--- config.mk ---
export PLATFORM = sky130hd
export DESIGN_NAME = gpio_bus_arbiter
export DESIGN_NICKNAME = d
export VERILOG_FILES = /design/src/rtl/gpio_bus_arbiter.sv
export SDC_FILE = /design/constraint.sdc
export NUM_CORES = 1
export LEC_CHECK = 0
export ABC_AREA = 1
export BUFFER_PORTS_ARGS = -buffer_cell sky130_fd_sc_hd__buf_2
export CAP_MARGIN = 10
export CORE_MARGIN = 1
export CORE_UTILIZATION = 49
export DETAILED_ROUTE_END_ITERATION = 10
export GPL_ROUTABILITY_DRIVEN = 0
export GPL_TIMING_DRIVEN = 0
export PLACE_DENSITY = 0.88
export SLEW_MARGIN = 40
export SYNTH_ARGS = -nofsm -noshare
export SYNTH_HDL_FRONTEND = slang
export SYNTH_SLANG_ARGS = --single-unit
--- constraint.sdc ---
create_clock -name clk -period 1.95 [get_ports clk]
set_input_delay 0.39 -clock clk [delete_from_list [all_inputs] [get_ports clk]]
set_output_delay 0.39 -clock clk [all_outputs]
set_load 0.05 [all_outputs]
--- src/rtl/gpio_bus_arbiter.sv ---
// gpio_bus_arbiter: two-master round-robin arbiter and transaction sequencer
// for the GPIO peripheral register bus. One transaction at a time:
// grant -> single-cycle select -> bounded wait for p_ready -> response pulse.
module gpio_bus_arbiter #(
    parameter int ADDR_W  = 5,
    parameter int TIMEOUT = 15
) (
    input  logic              clk,
    input  logic              reset_n,
    input  logic              m0_valid,
    input  logic [3:0]        m0_wstrb,
    input  logic [ADDR_W-1:0] m0_addr,
    input  logic [31:0]       m0_wdata,
    output logic              m0_ready,
    output logic [31:0]       m0_rdata,
    output logic              m0_err,
    input  logic              m1_valid,
    input  logic [3:0]        m1_wstrb,
    input  logic [ADDR_W-1:0] m1_addr,
    input  logic [31:0]       m1_wdata,
    output logic              m1_ready,
    output logic [31:0]       m1_rdata,
    output logic              m1_err,
    output logic              p_select,
    output logic [3:0]        p_wstrb,
    output logic [ADDR_W-1:0] p_addr,
    output logic [31:0]       p_data_i,
    input  logic              p_ready,
    input  logic [31:0]       p_data_o,
    output logic              busy
);

    typedef enum logic [1:0] {
        IDLE = 2'd0,
        SEL  = 2'd1,
        WAIT = 2'd2,
        RESP = 2'd3
    } state_t;

    // Last counter value before a timeout completion is forced.
    localparam logic [7:0] CNT_LAST = 8'(TIMEOUT - 1);
    localparam logic [31:0] TMO_DATA = 32'hDEAD_BEEF;

    state_t              state_q, state_d;
    logic                last_grant_q, last_grant_d;
    logic                grant_q, grant_d;
    logic [7:0]          cnt_q, cnt_d;
    logic                p_select_q, p_select_d;
    logic [3:0]          p_wstrb_q, p_wstrb_d;
    logic [ADDR_W-1:0]   p_addr_q, p_addr_d;
    logic [31:0]         p_data_i_q, p_data_i_d;
    logic                m0_ready_q, m0_ready_d;
    logic [31:0]         m0_rdata_q, m0_rdata_d;
    logic                m0_err_q, m0_err_d;
    logic                m1_ready_q, m1_ready_d;
    logic [31:0]         m1_rdata_q, m1_rdata_d;
    logic                m1_err_q, m1_err_d;
    logic                busy_q, busy_d;
    logic                pick_s;
    logic                resp_go_s;
    logic [31:0]         resp_rdata_s;
    logic                resp_err_s;

    // Next-state, arbitration and response computation for all flops.
    always_comb begin
        state_d      = state_q;
        last_grant_d = last_grant_q;
        grant_d      = grant_q;
        cnt_d        = cnt_q;
        p_select_d   = 1'b0;
        p_wstrb_d    = p_wstrb_q;
        p_addr_d     = p_addr_q;
        p_data_i_d   = p_data_i_q;
        m0_ready_d   = 1'b0;
        m0_rdata_d   = m0_rdata_q;
        m0_err_d     = m0_err_q;
        m1_ready_d   = 1'b0;
        m1_rdata_d   = m1_rdata_q;
        m1_err_d     = m1_err_q;
        pick_s       = 1'b0;
        resp_go_s    = 1'b0;
        resp_rdata_s = 32'h0000_0000;
        resp_err_s   = 1'b0;

        // Round-robin: on contention the master that did not win last time goes.
        if (m0_valid && m1_valid) begin
            pick_s = ~last_grant_q;
        end else if (m1_valid) begin
            pick_s = 1'b1;
        end else begin
            pick_s = 1'b0;
        end

        case (state_q)
            IDLE: begin
                if (m0_valid || m1_valid) begin
                    grant_d      = pick_s;
                    last_grant_d = pick_s;
                    p_select_d   = 1'b1;
                    state_d      = SEL;
                    if (pick_s) begin
                        p_wstrb_d  = m1_wstrb;
                        p_addr_d   = m1_addr;
                        p_data_i_d = m1_wdata;
                    end else begin
                        p_wstrb_d  = m0_wstrb;
                        p_addr_d   = m0_addr;
                        p_data_i_d = m0_wdata;
                    end
                end else begin
                    state_d = IDLE;
                end
            end
            SEL: begin
                cnt_d   = 8'd0;
                state_d = WAIT;
            end
            WAIT: begin
                if (p_ready) begin
                    resp_go_s    = 1'b1;
                    // Writes return zero regardless of what the peripheral drives.
                    resp_rdata_s = (p_wstrb_q != 4'h0) ? 32'h0000_0000 : p_data_o;
                    resp_err_s   = 1'b0;
                    state_d      = RESP;
                end else if (cnt_q == CNT_LAST) begin
                    resp_go_s    = 1'b1;
                    resp_rdata_s = TMO_DATA;
                    resp_err_s   = 1'b1;
                    state_d      = RESP;
                end else begin
                    cnt_d   = cnt_q + 8'd1;
                    state_d = WAIT;
                end
            end
            RESP: begin
                state_d = IDLE;
            end
            default: begin
                state_d = IDLE;
            end
        endcase

        // Route the completion to the granted master only.
        if (resp_go_s && grant_q) begin
            m1_ready_d = 1'b1;
            m1_rdata_d = resp_rdata_s;
            m1_err_d   = resp_err_s;
        end else if (resp_go_s) begin
            m0_ready_d = 1'b1;
            m0_rdata_d = resp_rdata_s;
            m0_err_d   = resp_err_s;
        end else begin
            m0_ready_d = 1'b0;
            m1_ready_d = 1'b0;
        end

        busy_d = (state_d != IDLE);
    end

    // State and registered outputs; asynchronous reset drops any transaction.
    always_ff @(posedge clk or negedge reset_n) begin
        if (!reset_n) begin
            state_q      <= IDLE;
            last_grant_q <= 1'b1;
            grant_q      <= 1'b0;
            cnt_q        <= 8'd0;
            p_select_q   <= 1'b0;
            p_wstrb_q    <= 4'h0;
            p_addr_q     <= '0;
            p_data_i_q   <= 32'h0000_0000;
            m0_ready_q   <= 1'b0;
            m0_rdata_q   <= 32'h0000_0000;
            m0_err_q     <= 1'b0;
            m1_ready_q   <= 1'b0;
            m1_rdata_q   <= 32'h0000_0000;
            m1_err_q     <= 1'b0;
            busy_q       <= 1'b0;
        end else begin
            state_q      <= state_d;
            last_grant_q <= last_grant_d;
            grant_q      <= grant_d;
            cnt_q        <= cnt_d;
            p_select_q   <= p_select_d;
            p_wstrb_q    <= p_wstrb_d;
            p_addr_q     <= p_addr_d;
            p_data_i_q   <= p_data_i_d;
            m0_ready_q   <= m0_ready_d;
            m0_rdata_q   <= m0_rdata_d;
            m0_err_q     <= m0_err_d;
            m1_ready_q   <= m1_ready_d;
            m1_rdata_q   <= m1_rdata_d;
            m1_err_q     <= m1_err_d;
            busy_q       <= busy_d;
        end
    end

    assign m0_ready = m0_ready_q;
    assign m0_rdata = m0_rdata_q;
    assign m0_err   = m0_err_q;
    assign m1_ready = m1_ready_q;
    assign m1_rdata = m1_rdata_q;
    assign m1_err   = m1_err_q;
    assign p_select = p_select_q;
    assign p_wstrb  = p_wstrb_q;
    assign p_addr   = p_addr_q;
    assign p_data_i = p_data_i_q;
    assign busy     = busy_q;

endmodule
==> results.md, run 1 <==
- The sink count of the clock tree is 123.
- The quantity of hold-fixing buffers added after cts is 1.
- The pin count of the biggest net entering global routing is between 70 and 80.
- Gates resized during post-CTS repair numbered 0.
- The worst hold endpoint is p_data_i[15]$_DFFE_PN0P_.
- The run finished with clean final reports.
- The repair_antennas step left the layout with diodes totalling 0.
- Port buffering added between 200 and 250 buffers.
- The worst register-to-register path has a depth of 11.
- Traced cell by cell, the critical path runs through inv_1, ha_1, buf_4, nand2_1, nor2_1, nand2_2, nand2_4, nand2_4, buf_6, nand2_1, nand2_1.
- The area of the mapped netlist is about 5700 sq um.
- The number of levels in the clock H-tree is 4.
- After detailed routing, the average wire length per cell comes to 14.9 um.
- The maximum VDD drop is 1.48 mV.
- The worst stage delay on the critical path is 0.37 ns.
- The initialized floorplan defines 39 standard-cell rows.
- The critical path runs through a total of 11 cells.
- The post-place instance area is 7080 sq um.
- In this run the critical register-to-register path is captured at m1_rdata[12]$_DFFE_PN0P_.
- The sum of net half-perimeters after detailed placement is approximately 12,000 um.
- The category of the critical setup timing path is reg -> reg.
- Among the stages of the critical path, the cell type that occurs most often is sky130_fd_sc_hd__nand2_1.
- The number of synthesis warnings is 0.
- Yosys mapped a number of flops with a built-in enable equal to 0.
- The largest clock skew in the final design is 0.00758 ns.
- In this run the vertical extent of the chip is 110 um.
- The total number of vias is 5,710.
- The global-route wire length before repair is 24,900 um.
- The data arrival time of the critical path is ~2 ns.
- Setup violations remaining at the end of the flow were counted as 0.
- Cells with a size suffix above 1 make up 32.6% of the layout.
- The initial antenna violation count is 0.
- The part of the power in registers is 28.0%.
- Across all hold checks on the routed design, the worst slack comes to ~0.23 ns.
- The clock network burns 21.4% of the power.
- The number of DRC markers after the initial detailed-route iteration is 442.
- For this run, design rule violations remaining after detail routing come to 0.
- Setup repair after global routing left no endpoint under its margin.
- The final period utilization is between 80% and 90%.
- Synthesis handed over a netlist of ~680 instances.
- For this run, the register share of the synthesized area comes to between 50% and 60%.
- The kind of cell with the highest combined delay along the critical path is simple AND/OR/NAND/NOR gates.
- For flop-to-flop paths, the worst setup slack is 0.23 ns.
- The total non-filler cell area in the finished layout is just under 8000 sq um.
- TritonCTS built the clock tree.
- The via-per-instance ratio is 5.26.
- In this run, CTS created clock tree buffers numbering 17.
- Global routing consumed, over all layers together, 27.2% of the routing resources.
- The placeable core region is ~11,000 sq um.
- For this design, the slowest cell found on the critical path is sky130_fd_sc_hd__dfrtp_1.
- After clock tree synthesis, the clock-pin slew on the worst setup and hold paths is 0.06 ns.
- In this run the deepest clock path goes through 2 buffers.
- The required time of the worst setup path is 2.23 ns.
- Along the worst path, the maximum fanout reaches 10.
- Once the floorplan was initialized, standard cells occupied 50.1% of the core.
- Of all flip-flops after synthesis, the portion carrying an async set or reset was 100%.
- The final layout contains routed wiring with a total length of between 15,000 and 20,000 um.
- For the pin with the worst max-slew slack, the measured transition is 0.499 ns.
- The net count of the finished layout is 1,055.
- The final critical-path required period is 1.72 ns.
- The x dimension of the die is 110 um.
- The final count of hold timing violations is 0.
- The launch instance of the worst register-to-register path is state_q[0]$_DFF_PN0_.
- The switching power share of the total is 50.3%.
- The count of buffers added by post-CTS timing repair for setup is 0.
- The multi-input gate area in the final layout is 2260 sq um.
- For this run the aggregate overflow at the end of global routing stands at 0.
- In this run, synthesis produced a sequential element count of between 100 and 150.
- Internal power comes to between 7000 and 8000 uW.
- Of the total power, combinational logic draws approximately half.
- Counting instances, the worst hold path has a depth of 3.
- The static leakage is between 0.004 and 0.005 uW.
- The max-slew headroom at the worst pin is 66.7%.
- STA classifies the critical path startpoint as a register.
- The floorplan step defined a die boundary enclosing 12,100 sq um.
- The count of cell types in the netlist is 24.
- The average size of a mapped cell is 8.41 sq um.
- The number of iterations in the first detailed-routing pass is 5.
- The tool flagged a number of max-cap violations equal to 0.
- The power per unit of standard cell area is 1940 nW/um^2.
- The hold path startpoint is m1_wdata[15].
- The number of nets handed over by synthesis was 806.
- Pin placement for this block handled 230 I/O pins.
- The min-delay analysis places its worst path in the category in -> reg.
- For this design the total switching power over the nets is between 7000 and 8000 uW.
- The most used flip-flop cell after synthesis is sky130_fd_sc_hd__dfrtp_1.
- Counting both buffers and inverters, the worst setup path holds a total of 3.
- The peak clock frequency supported by timing is between 500 and 600 MHz.
- The worst setup path is captured at a register.
- The root buffer selected by CTS is sky130_fd_sc_hd__clkbuf_16.
- Summing all flip-flop and latch instances after layout gives 3080 sq um.
- The final number of max-transition violations is 0.
- The number of fillers in the final layout is about 930.
- The number of nets with antenna violations after detailed routing is 0.
- At the later pin of the worst-skew pair, clock insertion delay measures around 0.4 ns.
- The area growth from synthesis to final layout is 34.5%.
- The number of global-route vias before repair came to just over 5,000.
- The design draws 15,000 uW.
[worst register-to-register path, cell delays in order (launching register included)]
cell	delay [ns]
sky130_fd_sc_hd__dfrtp_1	0.37
sky130_fd_sc_hd__inv_1	0.10
sky130_fd_sc_hd__ha_1	0.15
sky130_fd_sc_hd__buf_4	0.15
sky130_fd_sc_hd__nand2_1	0.06
sky130_fd_sc_hd__nor2_1	0.12
sky130_fd_sc_hd__nand2_2	0.10
sky130_fd_sc_hd__nand2_4	0.13
sky130_fd_sc_hd__nand2_4	0.12
sky130_fd_sc_hd__buf_6	0.16
sky130_fd_sc_hd__nand2_1	0.07
sky130_fd_sc_hd__nand2_1	0.07
[cell usage in the layout (no fill, tap or decap)]
cell                            instances
sky130_fd_sc_hd__dlygate4sd3_1          1
sky130_fd_sc_hd__clkbuf_1              14
sky130_fd_sc_hd__nand2_2                1
sky130_fd_sc_hd__ha_1                   6
sky130_fd_sc_hd__clkinvlp_4             1
sky130_fd_sc_hd__inv_1                 15
sky130_fd_sc_hd__a31oi_1               41
sky130_fd_sc_hd__clkbuf_16             17
sky130_fd_sc_hd__xor2_1                 1
sky130_fd_sc_hd__nand3b_1               1
sky130_fd_sc_hd__nor2_4                 1
sky130_fd_sc_hd__or2_2                  2
sky130_fd_sc_hd__nor2_2                 2
sky130_fd_sc_hd__buf_16                 1
sky130_fd_sc_hd__nand4_1               46
sky130_fd_sc_hd__bufinv_16              3
sky130_fd_sc_hd__clkinv_1               2
sky130_fd_sc_hd__buf_6                 10
sky130_fd_sc_hd__clkinv_4               4
sky130_fd_sc_hd__nor2_1                51
sky130_fd_sc_hd__clkbuf_4               1
sky130_fd_sc_hd__buf_2                244
sky130_fd_sc_hd__buf_4                  9
sky130_fd_sc_hd__dfrtp_1              122
sky130_fd_sc_hd__o21ai_4                1
sky130_fd_sc_hd__nand3_1               54
sky130_fd_sc_hd__inv_6                  3
sky130_fd_sc_hd__clkbuf_8               1
sky130_fd_sc_hd__clkinv_2               1
sky130_fd_sc_hd__buf_8                  1
sky130_fd_sc_hd__nand2_4                3
sky130_fd_sc_hd__dfstp_2                1
sky130_fd_sc_hd__o21ai_0               13
sky130_fd_sc_hd__nand2_1              268
[through the flow]
stage	setup WS, ns	cells	util (%)	setup TNS, ns
2_1_floorplan	0.445	681	-	0
3_3_place_gp	-1.04	1052	61.7	-126.32
3_5_place_dp	0.257	1053	62.0	0
4_1_cts	0.218	1085	67.4	0
5_1_grt	0.109	1085	67.4	0
6_report	0.230	1085	67.4	0
[Yosys cell counts, types with 2 or more instances]
master	instances	share of area [%]
sky130_fd_sc_hd__nand2_4	3	0.59
sky130_fd_sc_hd__clkinv_1	2	0.13
sky130_fd_sc_hd__buf_2	17	1.5
sky130_fd_sc_hd__nor2_2	2	0.22
sky130_fd_sc_hd__nand2_1	268	18
sky130_fd_sc_hd__a31oi_1	41	4.5
sky130_fd_sc_hd__clkbuf_1	13	0.85
sky130_fd_sc_hd__nand3_1	54	4.7
sky130_fd_sc_hd__nand4_1	46	5.0
sky130_fd_sc_hd__buf_6	10	2.0
sky130_fd_sc_hd__buf_4	9	1.2
sky130_fd_sc_hd__or2_2	2	0.22
sky130_fd_sc_hd__o21ai_0	13	1.1
sky130_fd_sc_hd__ha_1	6	1.3
sky130_fd_sc_hd__nor2_1	51	3.3
sky130_fd_sc_hd__dfrtp_1	122	53
sky130_fd_sc_hd__inv_1	15	0.98
[final cells by class]
type	count	share of cell area [%]
plain buffers	50	4.18
inverters	17	0.829
flip-flops and latches	123	40.0
multi-input cells	491	29.4
clock buffers	19	5.75
clock inverters	12	2.13
repair buffers	230	15.4
well taps	143	2.32
[cells by family (layout without fill, tap and decap cells)]
kind of cell             count (synthesis)  after routing  share of synthesized area [%]
AO/OA/AOI/OAI                           55             55                           5.90
XOR/XNOR                                 1              1                          0.153
adder cells (fa/ha/maj)                  6              6                           1.31
buffers and inverters                   67            328                           6.73
flip-flops                             123            123                           53.8
AND/OR/NAND/NOR                        429            429                           32.1
[power groups by stage]
stage / sequential (uW) / clock [uW] / combinational, uW
CTS: 4190 / 3250 / 7580
global placement: 4190 / 0 / 7430
detailed placement: 4220 / 0 / 7550
floorplan: 7420 / 0 / 2350
finish: 4200 / 3200 / 7570
global route: 4310 / 3380 / 8160
[worst max-delay path by stage]
stage / slack, ns / end / start
2_1_floorplan: 0.45 / m1_rdata[3]$_DFFE_PN0P_ / state_q[0]$_DFF_PN0_
3_3_place_gp: -1.04 / p_data_i[13]$_DFFE_PN0P_ / reset_n
3_5_place_dp: 0.26 / m1_rdata[15]$_DFFE_PN0P_ / state_q[0]$_DFF_PN0_
4_1_cts: 0.22 / m1_rdata[12]$_DFFE_PN0P_ / state_q[0]$_DFF_PN0_
5_1_grt: 0.11 / m1_rdata[11]$_DFFE_PN0P_ / p_wstrb[0]$_DFFE_PN0P_
6_report: 0.23 / m1_rdata[12]$_DFFE_PN0P_ / state_q[0]$_DFF_PN0_
[registers in the layout (all words and copies together), names as in the netlist]
signal	cells
m0_ready	1
state_q	2
m0_err	1
m1_err	1
m1_ready	1
cnt_q	8
grant_q	1
m0_rdata	32
m1_rdata	32
last_grant_q	1
p_addr	5
busy	1
p_wstrb	4
p_data_i	32
p_select	1
[per-layer routing]
metal	up-vias	share of wire, %	GRT usage, %
met4	0	2.1	11.3
met1	2616	38	31.4
met3	27	9.1	7.70
met2	310	51	47.3
met5	-	0	0
li1	2757	-	-
(Power assumes the default switching activity.)
==> inputs of run 2 (changes only) <==
--- a/config.mk
+++ b/config.mk
@@ -9,11 +9,11 @@
 export BUFFER_PORTS_ARGS = -buffer_cell sky130_fd_sc_hd__buf_2
 export CAP_MARGIN = 10
 export CORE_MARGIN = 1
-export CORE_UTILIZATION = 49
+export CORE_UTILIZATION = 38
 export DETAILED_ROUTE_END_ITERATION = 10
 export GPL_ROUTABILITY_DRIVEN = 0
 export GPL_TIMING_DRIVEN = 0
-export PLACE_DENSITY = 0.88
+export PLACE_DENSITY = 0.72
 export SLEW_MARGIN = 40
 export SYNTH_ARGS = -nofsm -noshare
 export SYNTH_HDL_FRONTEND = slang
==> results.md, run 2 (synthesis gave the netlist of run 1 again) <==
- The number of levels in the clock H-tree is 4 (unchanged).
- The minimum setup slack among reg-to-reg paths is 0.21 ns (-0.02 ns).
- The end of the worst register-to-register path is m0_rdata[14]$_DFFE_PN0P_.
- The setup slack after layout is 0.207 ns (-0.0237 ns).
- The top cell types in the final layout, fill and taps aside, are sky130_fd_sc_hd__nand2_1 (268), sky130_fd_sc_hd__buf_2 (244), sky130_fd_sc_hd__dfrtp_1 (122).
- The fraction of final layout cells with drive strength greater than 1 was 32.8% (+0.18 points).
- The worst hold endpoint is p_data_i[20]$_DFFE_PN0P_.
- The number of iterations in the first detailed-routing pass is 8 (+3).
- The number of I/O pins is 230 (unchanged).
- The via-per-instance ratio was 5.05 (-4.1%).
- The total grt overflow is 0 (unchanged).
- The number of endpoints failing setup at the final stage was 0 (unchanged).
- The summed negative setup slack over all endpoints was 0 ns (unchanged).
- The power per unit of standard cell area came to 1920 nW/um^2 (-1.1%).
- The number of global-route vias before repair came to 5,492 (+6.8%).
- The count of input and output buffers is 228 (unchanged).
- The sum of net half-perimeters after detailed placement is 12,600 um (+4.6%).
- The share of the core filled with cells in the final layout is 52.7% (-15 points).
- The number of DRC markers after the initial detailed-route iteration is 426 (-3.6%).
- The number of cells in the design after placement was 1,094 (+3.9%).
- The final count of hold timing violations is 0 (unchanged).
- The minimum setup slack after placement is 0.225 ns (-0.0317 ns).
- The post-detailed-route DRC marker count came to 33 (+33).
- The hold path depth is 3 (unchanged).
- The CTS clock-pin slew for the worst setup and hold paths is 0.06 ns (about the same).
- The initial antenna violation count was 0 (unchanged).
- The pin slew with the least headroom to its limit is 0.615 ns (+0.116 ns).
- The later-pin clock latency in the skew report is 0.42 ns (+0.02 ns).
- The count of buffers added by post-CTS timing repair for setup is 0 (unchanged).
- The die area is 15,600 sq um (+28%).
- The height of the die is 125 um (+13%).
- The maximum root-to-sink buffer count was 2 (unchanged).
- The static leakage was 0.00417 uW (-0.44%).
- The maximum VDD drop was 0.886 mV (-40%).
- The sink count of the clock tree came to 123 (unchanged).
- The average wire length per cell after detail routing is 15.0 um (+0.62%).
- The quantity of hold-fixing buffers added after cts is 1 (unchanged).
- The total routing usage reported by global routing was 22.9% (-4.3 points).
- The number of nets with antenna violations after detailed routing is 0 (unchanged).
- The final cell count without fillers is 1,127 (+3.9%).
- STA classifies the critical path endpoint as a register.
- The final net count was 1,055 (unchanged).
- The starting density of the core is 39.1% (-11 points).
- The number of maximum-capacitance constraint violations was 0 (unchanged).
- The path class of the tightest hold or removal check is in -> reg.
- Setup repair after global routing left no endpoint under its margin.
- The library cell used most frequently in the layout, excluding fill and tap cells, is sky130_fd_sc_hd__nand2_1.
- The pin count of the biggest net entering global routing is 68 (-8.1%).
- The run finished, with violations left.
- The placeable core region is 14,600 sq um (+28%).
- The final number of max-transition violations is 0 (unchanged).
- The global-route wire length before repair was 27,700 um (+11%).
- From synthesis to final layout, the design area changed by 34.8%.
- STA classifies the critical path startpoint as a register.
- The tree is rooted in a sky130_fd_sc_hd__clkbuf_16.
- The max-slew headroom at the worst pin is 59.0% (-7.7 points).
- The category of the critical setup timing path is reg -> reg.
- The peak clock frequency supported by timing was 574 MHz (-1.4%).
- The total number of vias is 5,690 (-0.35%).
- The largest clock skew in the final design is 0.00992 ns (+0.00234 ns).
- The final reports fail on design-rule violations.
- The number of clock buffers inserted by TritonCTS is 17 (unchanged).
- The number of antenna cells inserted came to 0 (unchanged).
- TritonCTS built the clock tree.
- The worst hold slack is 0.211 ns (-0.0214 ns).
- The largest fanout on the critical path is 10 (unchanged).
- The launch instance of the worst register-to-register path is state_q[0]$_DFF_PN0_.
- The final period utilization came to 89.4% (+1.2 points).
- The number of placement rows is 44 (+13%).
- The path depth of the worst reg2reg path is 11 (unchanged).
- The required time of the worst setup path is 2.25 ns (+0.02 ns).
- The x dimension of the die is 125 um (+13%).
- The number of gates given a new drive strength after cts is 0 (unchanged).
- The final critical-path required period is 1.74 ns (+0.0237 ns).
- The worst hold path begins at m1_wdata[20].
- The data arrival time of the critical path is 2.05 ns (+0.05 ns).
- The wire length reported by the detailed router was 16,900 um (+4.5%).
## run 2: cell count changes in the layout (fill, tap and decap cells not counted)
cell	change
sky130_fd_sc_hd__clkinv_2	+1
sky130_fd_sc_hd__clkinv_4	-2
sky130_fd_sc_hd__clkinvlp_4	+2
sky130_fd_sc_hd__clkbuf_1	-1
sky130_fd_sc_hd__inv_6	+2
sky130_fd_sc_hd__inv_8	+1
sky130_fd_sc_hd__bufinv_16	-2
## run 2: per-stage QoR
stage | power [uW] | area, sq um
6_report | 14800 | 7720
5_1_grt | 15600 | 7720
4_1_cts | 14900 | 7720
3_5_place_dp | 11800 | 7130
3_3_place_gp | 11700 | 7100
2_1_floorplan | 9780 | 5730
## run 2: worst max-delay path: stages (launching register included)
cell                      delay [ns]
sky130_fd_sc_hd__dfrtp_1        0.38
sky130_fd_sc_hd__inv_1          0.11
sky130_fd_sc_hd__ha_1           0.15
sky130_fd_sc_hd__buf_4          0.15
sky130_fd_sc_hd__nand2_1        0.07
sky130_fd_sc_hd__nor2_1         0.14
sky130_fd_sc_hd__nand2_2        0.11
sky130_fd_sc_hd__nand2_4        0.14
sky130_fd_sc_hd__nand2_4        0.10
sky130_fd_sc_hd__buf_6          0.16
sky130_fd_sc_hd__nand2_1        0.07
sky130_fd_sc_hd__nand2_1        0.06
## run 2: final cells by class
class                           count  area (sq um)
Sequential cell                   123          3080
Multi-Input combinational cell    491          2260
Timing Repair Buffer              230          1190
Clock buffer                       18           439
Buffer                             50           322
Inverter                           17          63.8
Clock inverter                     14           135
Tap cell                          184           230
Fill cell                        1421          6930
## run 2: where the power goes
part           leakage (uW)  switching [uW]  internal (uW)
Clock              0.000276            1260           1810
Sequential          0.00152             583           3580
Combinational       0.00238            5800           1800
## run 2: routing by layer
metal  up-vias  global-route usage (%)  part of all wire, %
li1       2761                       -                    -
met1      2647                    27.4                   42
met2       257                    38.8                   49
met3        25                    5.97                  7.1
met4         0                    9.66                  2.0
met5         -                       0                    0
## run 2: how the worst max path moves through the flow
| stage | start | slack (ns) | end | cells past startpoint |
|---|---|---|---|---|
| 3_5_place_dp | state_q[0]$_DFF_PN0_ | 0.23 | m0_rdata[14]$_DFFE_PN0P_ | 11 |
| 6_report | state_q[0]$_DFF_PN0_ | 0.21 | m0_rdata[14]$_DFFE_PN0P_ | 11 |
| 3_3_place_gp | reset_n | -1.14 | p_addr[3]$_DFFE_PN0P_ | 1 |
| 4_1_cts | state_q[0]$_DFF_PN0_ | 0.18 | m0_rdata[14]$_DFFE_PN0P_ | 11 |
| 2_1_floorplan | state_q[0]$_DFF_PN0_ | 0.45 | m1_rdata[3]$_DFFE_PN0P_ | 11 |
| 5_1_grt | state_q[0]$_DFF_PN0_ | 0.06 | grant_q$_DFFE_PN0P_ | 7 |
